[src/rtl/fsub_single_seq.sv]
// IEEE-754 single-precision subtractor c = a - b, one FSM state per stage (unpack/align/add/norm/round).
// done pulses in the 5th cycle after acceptance; start is ignored while busy, so there is no queueing.
module fsub_single_seq (
    input  logic        clk,
    input  logic        rst_n,
    input  logic        start,
    input  logic [31:0] a,
    input  logic [31:0] b,
    output logic        busy,
    output logic        done,
    output logic [31:0] c
);
    typedef enum logic [2:0] {IDLE, UNPACK, ALIGN, ADD, NORM, ROUND} state_t;
    state_t state, state_nxt;

    logic [31:0] op_a, op_b;
    logic        sx, sy;
    logic [7:0]  ex, ey;
    logic [23:0] mx, my;
    logic        spec_vld;
    logic [31:0] spec_val;
    logic [26:0] xe, ye;
    logic [27:0] sum;
    logic [26:0] nm;
    logic [9:0]  ne;
    logic        nz, nz_sign;
    logic [31:0] c_hold, res;

    // Unpack: b's sign is inverted so the rest of the datapath is a plain add.
    logic [7:0]  ea, eb;
    logic        sa, sb, a_nan, b_nan, a_inf, b_inf, swap;
    logic [30:0] mag_a, mag_b;
    logic [23:0] ma, mb;
    logic        u_spec_vld;
    logic [31:0] u_spec_val;
    always_comb begin
        ea    = op_a[30:23];
        eb    = op_b[30:23];
        sa    = op_a[31];
        sb    = ~op_b[31];
        a_nan = (ea == 8'hff) && (op_a[22:0] != 23'd0);
        b_nan = (eb == 8'hff) && (op_b[22:0] != 23'd0);
        a_inf = (ea == 8'hff) && (op_a[22:0] == 23'd0);
        b_inf = (eb == 8'hff) && (op_b[22:0] == 23'd0);
        mag_a = (ea == 8'd0) ? 31'd0 : op_a[30:0];
        mag_b = (eb == 8'd0) ? 31'd0 : op_b[30:0];
        ma    = (ea == 8'd0) ? 24'd0 : {1'b1, op_a[22:0]};
        mb    = (eb == 8'd0) ? 24'd0 : {1'b1, op_b[22:0]};
        swap  = mag_b > mag_a;
        u_spec_vld = a_nan | b_nan | a_inf | b_inf;
        u_spec_val = 32'h7fc00000;
        if (a_nan || b_nan)
            u_spec_val = 32'h7fc00000;
        else if (a_inf && b_inf)
            u_spec_val = (op_a[31] == op_b[31]) ? 32'h7fc00000 : op_a;
        else if (a_inf)
            u_spec_val = op_a;
        else if (b_inf)
            u_spec_val = {sb, 8'hff, 23'd0};
    end

    // Align: anything shifted past the R position collapses into sticky.
    logic [7:0]  diff;
    logic [53:0] wide;
    logic [26:0] y_shift;
    always_comb begin
        diff = ex - ey;
        wide = {my, 3'b000, 27'd0} >> diff;
        if (diff >= 8'd27)
            y_shift = {26'd0, |my};
        else
            y_shift = wide[53:27] | {26'd0, |wide[26:0]};
    end

    logic [4:0] lz;
    always_comb begin
        lz = 5'd0;
        for (int i = 0; i < 27; i++)
            if (sum[i]) lz = 5'(26 - i);
    end

    logic [26:0] n_m;
    logic [9:0]  n_e;
    logic        n_z, n_zs;
    always_comb begin
        n_m  = sum[26:0] << lz;
        n_e  = {2'b00, ex} - {5'd0, lz};
        n_z  = 1'b0;
        n_zs = sx;
        if (sum[27]) begin
            n_m = sum[27:1] | {26'd0, sum[0]};
            n_e = {2'b00, ex} + 10'd1;
        end else if (sum[26:0] == 27'd0) begin
            // exact zero is +0 unless both operands were -0 after sign inversion
            n_z  = 1'b1;
            n_zs = sx & sy;
        end else if ({2'b00, ex} <= {5'd0, lz}) begin
            n_z = 1'b1;
        end
    end

    logic        inc;
    logic [24:0] r_sig;
    logic [9:0]  r_exp;
    always_comb begin
        inc   = nm[2] & (nm[3] | nm[1] | nm[0]);
        r_sig = {1'b0, nm[26:3]} + {24'd0, inc};
        r_exp = ne + {9'd0, r_sig[24]};
        if (spec_vld)
            res = spec_val;
        else if (nz)
            res = {nz_sign, 31'd0};
        else if (r_exp >= 10'd255)
            res = {sx, 8'hff, 23'd0};
        else
            res = {sx, r_exp[7:0], r_sig[24] ? 23'd0 : r_sig[22:0]};
    end

    always_comb begin
        state_nxt = state;
        case (state)
            IDLE:    if (start) state_nxt = UNPACK;
            UNPACK:  state_nxt = ALIGN;
            ALIGN:   state_nxt = ADD;
            ADD:     state_nxt = NORM;
            NORM:    state_nxt = ROUND;
            ROUND:   state_nxt = IDLE;
            default: state_nxt = IDLE;
        endcase
    end

    always_ff @(posedge clk or negedge rst_n) begin
        if (!rst_n) state <= IDLE;
        else        state <= state_nxt;
    end

    always_ff @(posedge clk or negedge rst_n) begin
        if (!rst_n) begin
            op_a <= '0; op_b <= '0;
            sx <= 1'b0; sy <= 1'b0; ex <= '0; ey <= '0; mx <= '0; my <= '0;
            spec_vld <= 1'b0; spec_val <= '0;
            xe <= '0; ye <= '0; sum <= '0;
            nm <= '0; ne <= '0; nz <= 1'b0; nz_sign <= 1'b0;
            c_hold <= '0;
        end else begin
            case (state)
                IDLE: if (start) begin
                    op_a <= a;
                    op_b <= b;
                end
                UNPACK: begin
                    sx <= swap ? sb : sa;
                    sy <= swap ? sa : sb;
                    ex <= swap ? eb : ea;
                    ey <= swap ? ea : eb;
                    mx <= swap ? mb : ma;
                    my <= swap ? ma : mb;
                    spec_vld <= u_spec_vld;
                    spec_val <= u_spec_val;
                end
                ALIGN: begin
                    xe <= {mx, 3'b000};
                    ye <= y_shift;
                end
                ADD: sum <= (sx ^ sy) ? ({1'b0, xe} - {1'b0, ye}) : ({1'b0, xe} + {1'b0, ye});
                NORM: begin
                    nm      <= n_m;
                    ne      <= n_e;
                    nz      <= n_z;
                    nz_sign <= n_zs;
                end
                ROUND: c_hold <= res;
                default: ;
            endcase
        end
    end

    assign busy = (state != IDLE);
    assign done = (state == ROUND);
    assign c    = done ? res : c_hold;
endmodule

[config.mk]
export PLATFORM = sky130hd
export DESIGN_NAME = fsub_single_seq
export DESIGN_NICKNAME = d
export VERILOG_FILES = /design/src/rtl/fsub_single_seq.sv
export SDC_FILE = /design/constraint.sdc
export NUM_CORES = 1
export LEC_CHECK = 0
export CAP_MARGIN = 10
export CORE_MARGIN = 1.5
export CORE_UTILIZATION = 51
export DETAILED_ROUTE_END_ITERATION = 10
export HOLD_SLACK_MARGIN = 0.03
export PLACE_DENSITY = 0.8
export SLEW_MARGIN = 0
export SYNTH_ARGS = -nofsm -noshare
export SYNTH_HDL_FRONTEND = slang
export SYNTH_SLANG_ARGS = --single-unit
[constraint.sdc]
create_clock -name clk -period 15.05 [get_ports clk]
set_clock_uncertainty 0.2 [all_clocks]
set_input_delay 3.01 -clock clk [delete_from_list [all_inputs] [get_ports clk]]
set_output_delay 3.01 -clock clk [all_outputs]
set_load 0.01 [all_outputs]
* Word-level counts from Yosys, hierarchy flattened *
Index checks and enable logic that the tools add are counted.

cells by class
  $add $sub $neg = 7
  $lt $le $gt $ge = 4
  eq/ne operators = 9
  shift operators = 2
  multiplexer cells = 58
  bitwise gates (word level) = 11
  reductions and logical operators = 18

operators with widths
  kind                count
  $mux 32             8
  $mux 5              27
  $mux 24             4
  $mux 31             3
  $mux 27             2
  $or 27x1->27        2
  $shr 54x8->54       1
  $logic_not 23->1    2
  $reduce_bool 23->1  2
  $gt 31x31->1        1
  $add 27x27->28      1
  $mux 28             1
  $sub 27x27->28      1
  $logic_not 27->1    1
  $reduce_or 27->1    1
  $shl 27x5->27       1
  $add 24x1->25       1
  $reduce_or 24->1    1
  $mux 23             1
  $eq 8x8->1 const B  2
  $logic_not 8->1     2
  $mux 8              2
  $pmux 3 s5          1
  $add 10x1->10       1
  23 further kinds    40

word-level totals
  register bits after elaboration = 316
  output and inout bits = 34
  logic and storage cells = 128

* Longest topological paths before layout *
  depth after elaboration = 31
  mapped depth = 21

* Least setup slack after synthesis *
No wires, ideal clock.

  path type = reg2out
  from = register nm[3]
  to = output c[2]
  arrival = 3987 ps
  data required time = 11840 ps
  slack = 7853 ps
  cell stages (with the launch flop) = 21
  path buffers = 1
  path through = dfrtp_1 -> o31a_1 -> ha_1 -> ha_1 -> nand3_1 -> nor2_1 -> and2_1 -> nand2_1 -> nor2_1 -> and3_1 -> ha_1 -> ha_1 -> nand2_1 -> nor2_1 -> or3_1 -> a22oi_1 -> nand2b_1 -> nor3_2 -> buf_2 -> a22oi_1 -> o21ai_0

between the ends
  word-level cells in the longest chain between the ends = 10
  elaborated cells on any way between the ends = 11

RTL lines
  what                      RTL line  source
  from (decl)               24        logic [26:0] nm;
  from (signal assigned)    167       nm <= n_m;
  $or 1x1->1 (2 in series)  106       inc = nm[2] & (nm[3] | nm[1] | nm[0]);
  $and 1x1->1               106
  $add 24x1->25 *           107       r_sig = {1'b0, nm[26:3]} + {24'd0, inc};
  $add 10x1->10             108       r_exp = ne + {9'd0, r_sig[24]};
  $ge 10x8->1               113       else if (r_exp >= 10'd255)
  $mux 31 *                 113
  $mux 32 *                 111       else if (nz)
  $mux 32 *                 109       if (spec_vld)
  $mux 32 *                 n/a
  to (decl)                 11        output logic [31:0] c

Every way passes the cells marked *; elsewhere a longest branch is shown, timed or not.

* Final worst setup path *
  from = register nm[3]
  to = output c[8]

Same word-level chain as after synthesis.

==> results.yml <==
clock_network:
  clk_pin_slew_ps: 60
  postCtsSetupRepairBufs: 0
  clock_path_buffers: 3
  worstSkewPairLatency_ps: 550
  cts_buffers: 36
  cts_hold_buf: 0
  root_buffer: "clkbuf_16"
  numClockSinks: 316
  tritoncts: "done"
  cts-htree-levels: 2
  cts_resized: 0
global_route:
  grt_start_max_net_pins: 134
  gr-usage-all-layers: 0.274
  overflow: 0
  grtUsageMet1: 0.358
  antenna_found_initial: 0
  grt_pass1_vias: 17100
  grt_first_pass_wirelength_mm: 91.4
  busiest_layer: "met2"
  use_met2: 0.463
  grtUsageMet3: 0.0327
critical_path:
  crit_cells: 22
  cpPeakStageDelay_ps: 600
  crit_path_end_kind: "output port"
  worstReg2RegStart: "op_b[27]$_DFFE_PN0P_"
  crit_path_top_delay_cell: "clkdlybuf4s50_1"
  startpoint: "nm[3]$_DFFE_PN0N_"
  critical_path_arrival_ps: 5840
  crit_buf_inv: 2
  cpMostUsedCell: "ha_1"
  reg2regPathDepth: 15
  crit_type: "flop to output port"
  crit_required_ps: 11840
  rr_endpoint: "my[3]$_DFFE_PN0P_"
  rrSetupSlack_ps: 9790
  worstPathMaxFanout: 22
  crit_chain: "o31a_1, ha_1, ha_1, nand3_1, nor2_1, and2_1, nand2_1, nor2_1, and3_1, ha_1, ha_1, nand2b_1, o21ai_0, a21oi_1, nor3_1, a22oi_1, nand2b_1, nor3_2, buf_4, a22oi_1, o21ai_0, clkdlybuf4s50_1"
  crit_end: "c[8]"
  cp_top_family: "simple AND/OR/NAND/NOR gates"
  critPathLaunchType: "flop"
die:
  die_h_um: 204
  num_rows: 73
  die_area_sq_um: 41600
  core_sq_um: 39800
  die_w_um: 204
  ios: 101
  floorplan.initialDensity: 0.517
timing:
  hold_viol_final: 0
  finalSetupViolations: 0
  min_period_ps: 9050
  finalCritPeriodShare: 0.602
  slew-limit-headroom: 0.208
  grt_setup_unrepaired: "false"
  drv_slew: 0
  tightest_slew_ps: 1190
  finalSetupTns_ps: 0
  fmax_mhz: 110
routing:
  wl_per_cell_um: 20.0
  first_pass_iters: 5
  drtAntennaViolNets: 0
  wirelength_mm: 56.7
  viasPerCell: 6.15
  drc_errors: 0
  drt_iter0_drc: 1233
  route.vias.total: 17400
synthesis:
  synth-async-reset-ratio: 1.00
  ys_seq_area_frac: 0.384
  syn-num-nets: 2443
  synth_edf_count: 0
  ys_ff_latch: 316
  avgSynthCellArea_sq_um: 9.06
  synth_flop_cell: "dfrtp_1"
  synth_cells: 2274
  synth.distinct_cells: 86
  yosys_warnings: 0
  synth_area_sq_um: 20600
placement:
  io_buffers: 100
  gp_congestion: 0.976
  hpwlAfterDp_mm: 41.9
run:
  maxCapViolCount: 0
run_status:
  status: "complete, no violations"
worst_hold_path:
  hold_class: "flop to flop"
final_layout:
  diodes: 0
  n_fill_cell: 3449
  area_delta_synth_final_pct: 11.7
  nets: 2455
  drive_above_1_share: 0.0967
state kept, by name, summed over array words and instances, names as in the netlist:
signal / count
spec_val: 32
sy: 1
nz: 1
nm: 27
op_a: 32
c_hold: 32
op_b: 32
ex: 8
xe: 24
ne: 10
nz_sign: 1
state: 3
spec_vld: 1
ey: 8
sum: 28
mx: 24
sx: 1
ye: 27
my: 24
cell usage in the layout, fill, tap and decap left out, drive strengths merged, types with 9 or more instances in the layout:
master         synthesis  layout
dfrtp                316     316
nand2                263     263
o21ai                184     184
nor2                 176     176
a21oi                121     121
ha                    99      99
clkdlybuf4s50          0      99
mux2                  93      93
mux2i                 88      88
inv                   83      84
nand3                 69      69
and2                  58      58
a221o                 49      49
xnor2                 46      46
clkbuf               112      45
nor3                  38      38
a21o                  30      30
a22oi                 29      29
nor4                  29      29
nand4                 27      27
nand2b                26      26
buf                   38      25
xor2                  21      21
a211oi                19      19
or3                   19      19
and3                  19      19
o21a                  16      16
o31ai                 15      15
o211ai                15      15
a31oi                 15      15
nor2b                 14      14
a221oi                13      13
mux4                  12      12
o21bai                10      10
or2                    9       9
clkinv                 1       9
stage by stage:
stage               cells  worst slack (ps)  utilization  instance area (sq um)  hold WS (ps)
finish               2831              6000        0.578                  23000           274
detailed placement   2773              6660        0.547                  21800           253
floorplan            2274              7850            -                  20600           235
global route         2831              5580        0.578                  23000           291
global placement     2773              6800        0.547                  21800           255
CTS                  2831              6030        0.578                  23000           273
cell usage after synthesis (49+ instances only):
| cell type | count | area share |
|---|---|---|
| dfrtp_1 | 316 | 0.38 |
| a21oi_1 | 117 | 0.028 |
| nand3_1 | 68 | 0.017 |
| inv_1 | 79 | 0.014 |
| ha_1 | 99 | 0.060 |
| nand2_1 | 262 | 0.048 |
| o21ai_0 | 176 | 0.043 |
| nor2_1 | 176 | 0.032 |
| and2_1 | 57 | 0.017 |
| a221o_1 | 49 | 0.024 |
| mux2i_1 | 88 | 0.043 |
| clkbuf_1 | 111 | 0.020 |
| mux2_2 | 93 | 0.051 |
routing by layer:
metal  part of all wire  routed length (um)  vias up
met5                  0                   0        -
met4              0.037                2100        0
met3              0.048                2730      127
met2               0.48               27200      540
met1               0.44               24800     8491
li1                   -                   -     8251
kinds of logic after synthesis:
kind of cell | synth area share
AND/OR/NAND/NOR | 0.175
AO/OA/AOI/OAI | 0.195
flip-flops | 0.384
buffers and inverters | 0.0477
multiplexers | 0.107
adder cells (fa/ha/maj) | 0.0631
XOR/XNOR | 0.0285
worst min-delay path by stage:
stage	startpoint	end	slack (ps)	cells past startpoint
2_1_floorplan	spec_val[23]$_DFFE_PN0P_	spec_val[23]$_DFFE_PN0P_	240	1
3_3_place_gp	nm[26]$_DFFE_PN0N_	nm[26]$_DFFE_PN0N_	260	2
3_5_place_dp	spec_val[28]$_DFFE_PN0P_	spec_val[28]$_DFFE_PN0P_	250	1
4_1_cts	spec_val[28]$_DFFE_PN0P_	spec_val[28]$_DFFE_PN0P_	270	1
5_1_grt	spec_val[30]$_DFFE_PN0P_	spec_val[30]$_DFFE_PN0P_	290	1
6_report	spec_val[27]$_DFFE_PN0P_	spec_val[27]$_DFFE_PN0P_	270	1
area by class of cell:
type / instances / area [sq um] / area share
Sequential cell: 316 / 7910 / 0.344
Inverter: 84 / 320 / 0.0139
Tap cell: 525 / 657 / 0.0286
Clock buffer: 45 / 1010 / 0.0441
Timing Repair Buffer: 124 / 1190 / 0.0516
Clock inverter: 13 / 184 / 0.00800
Multi-Input combinational cell: 1724 / 11700 / 0.510
worst reg2reg max path, stage by stage, from the launching register on:
cell	delay (ps)
dfrtp_1	440
nor4_1	360
nand2_1	510
and2_1	390
ha_1	320
nor2b_1	140
o21a_1	160
o21a_1	170
o21ai_1	120
nand2b_1	80
a211oi_1	240
o21ai_1	230
o311ai_4	260
buf_4	440
and3_1	860
a221o_1	290
Power is left out: the tool's default activity adds up to more than one toggle a clock period on the data nets, which glitch-free logic cannot reach.
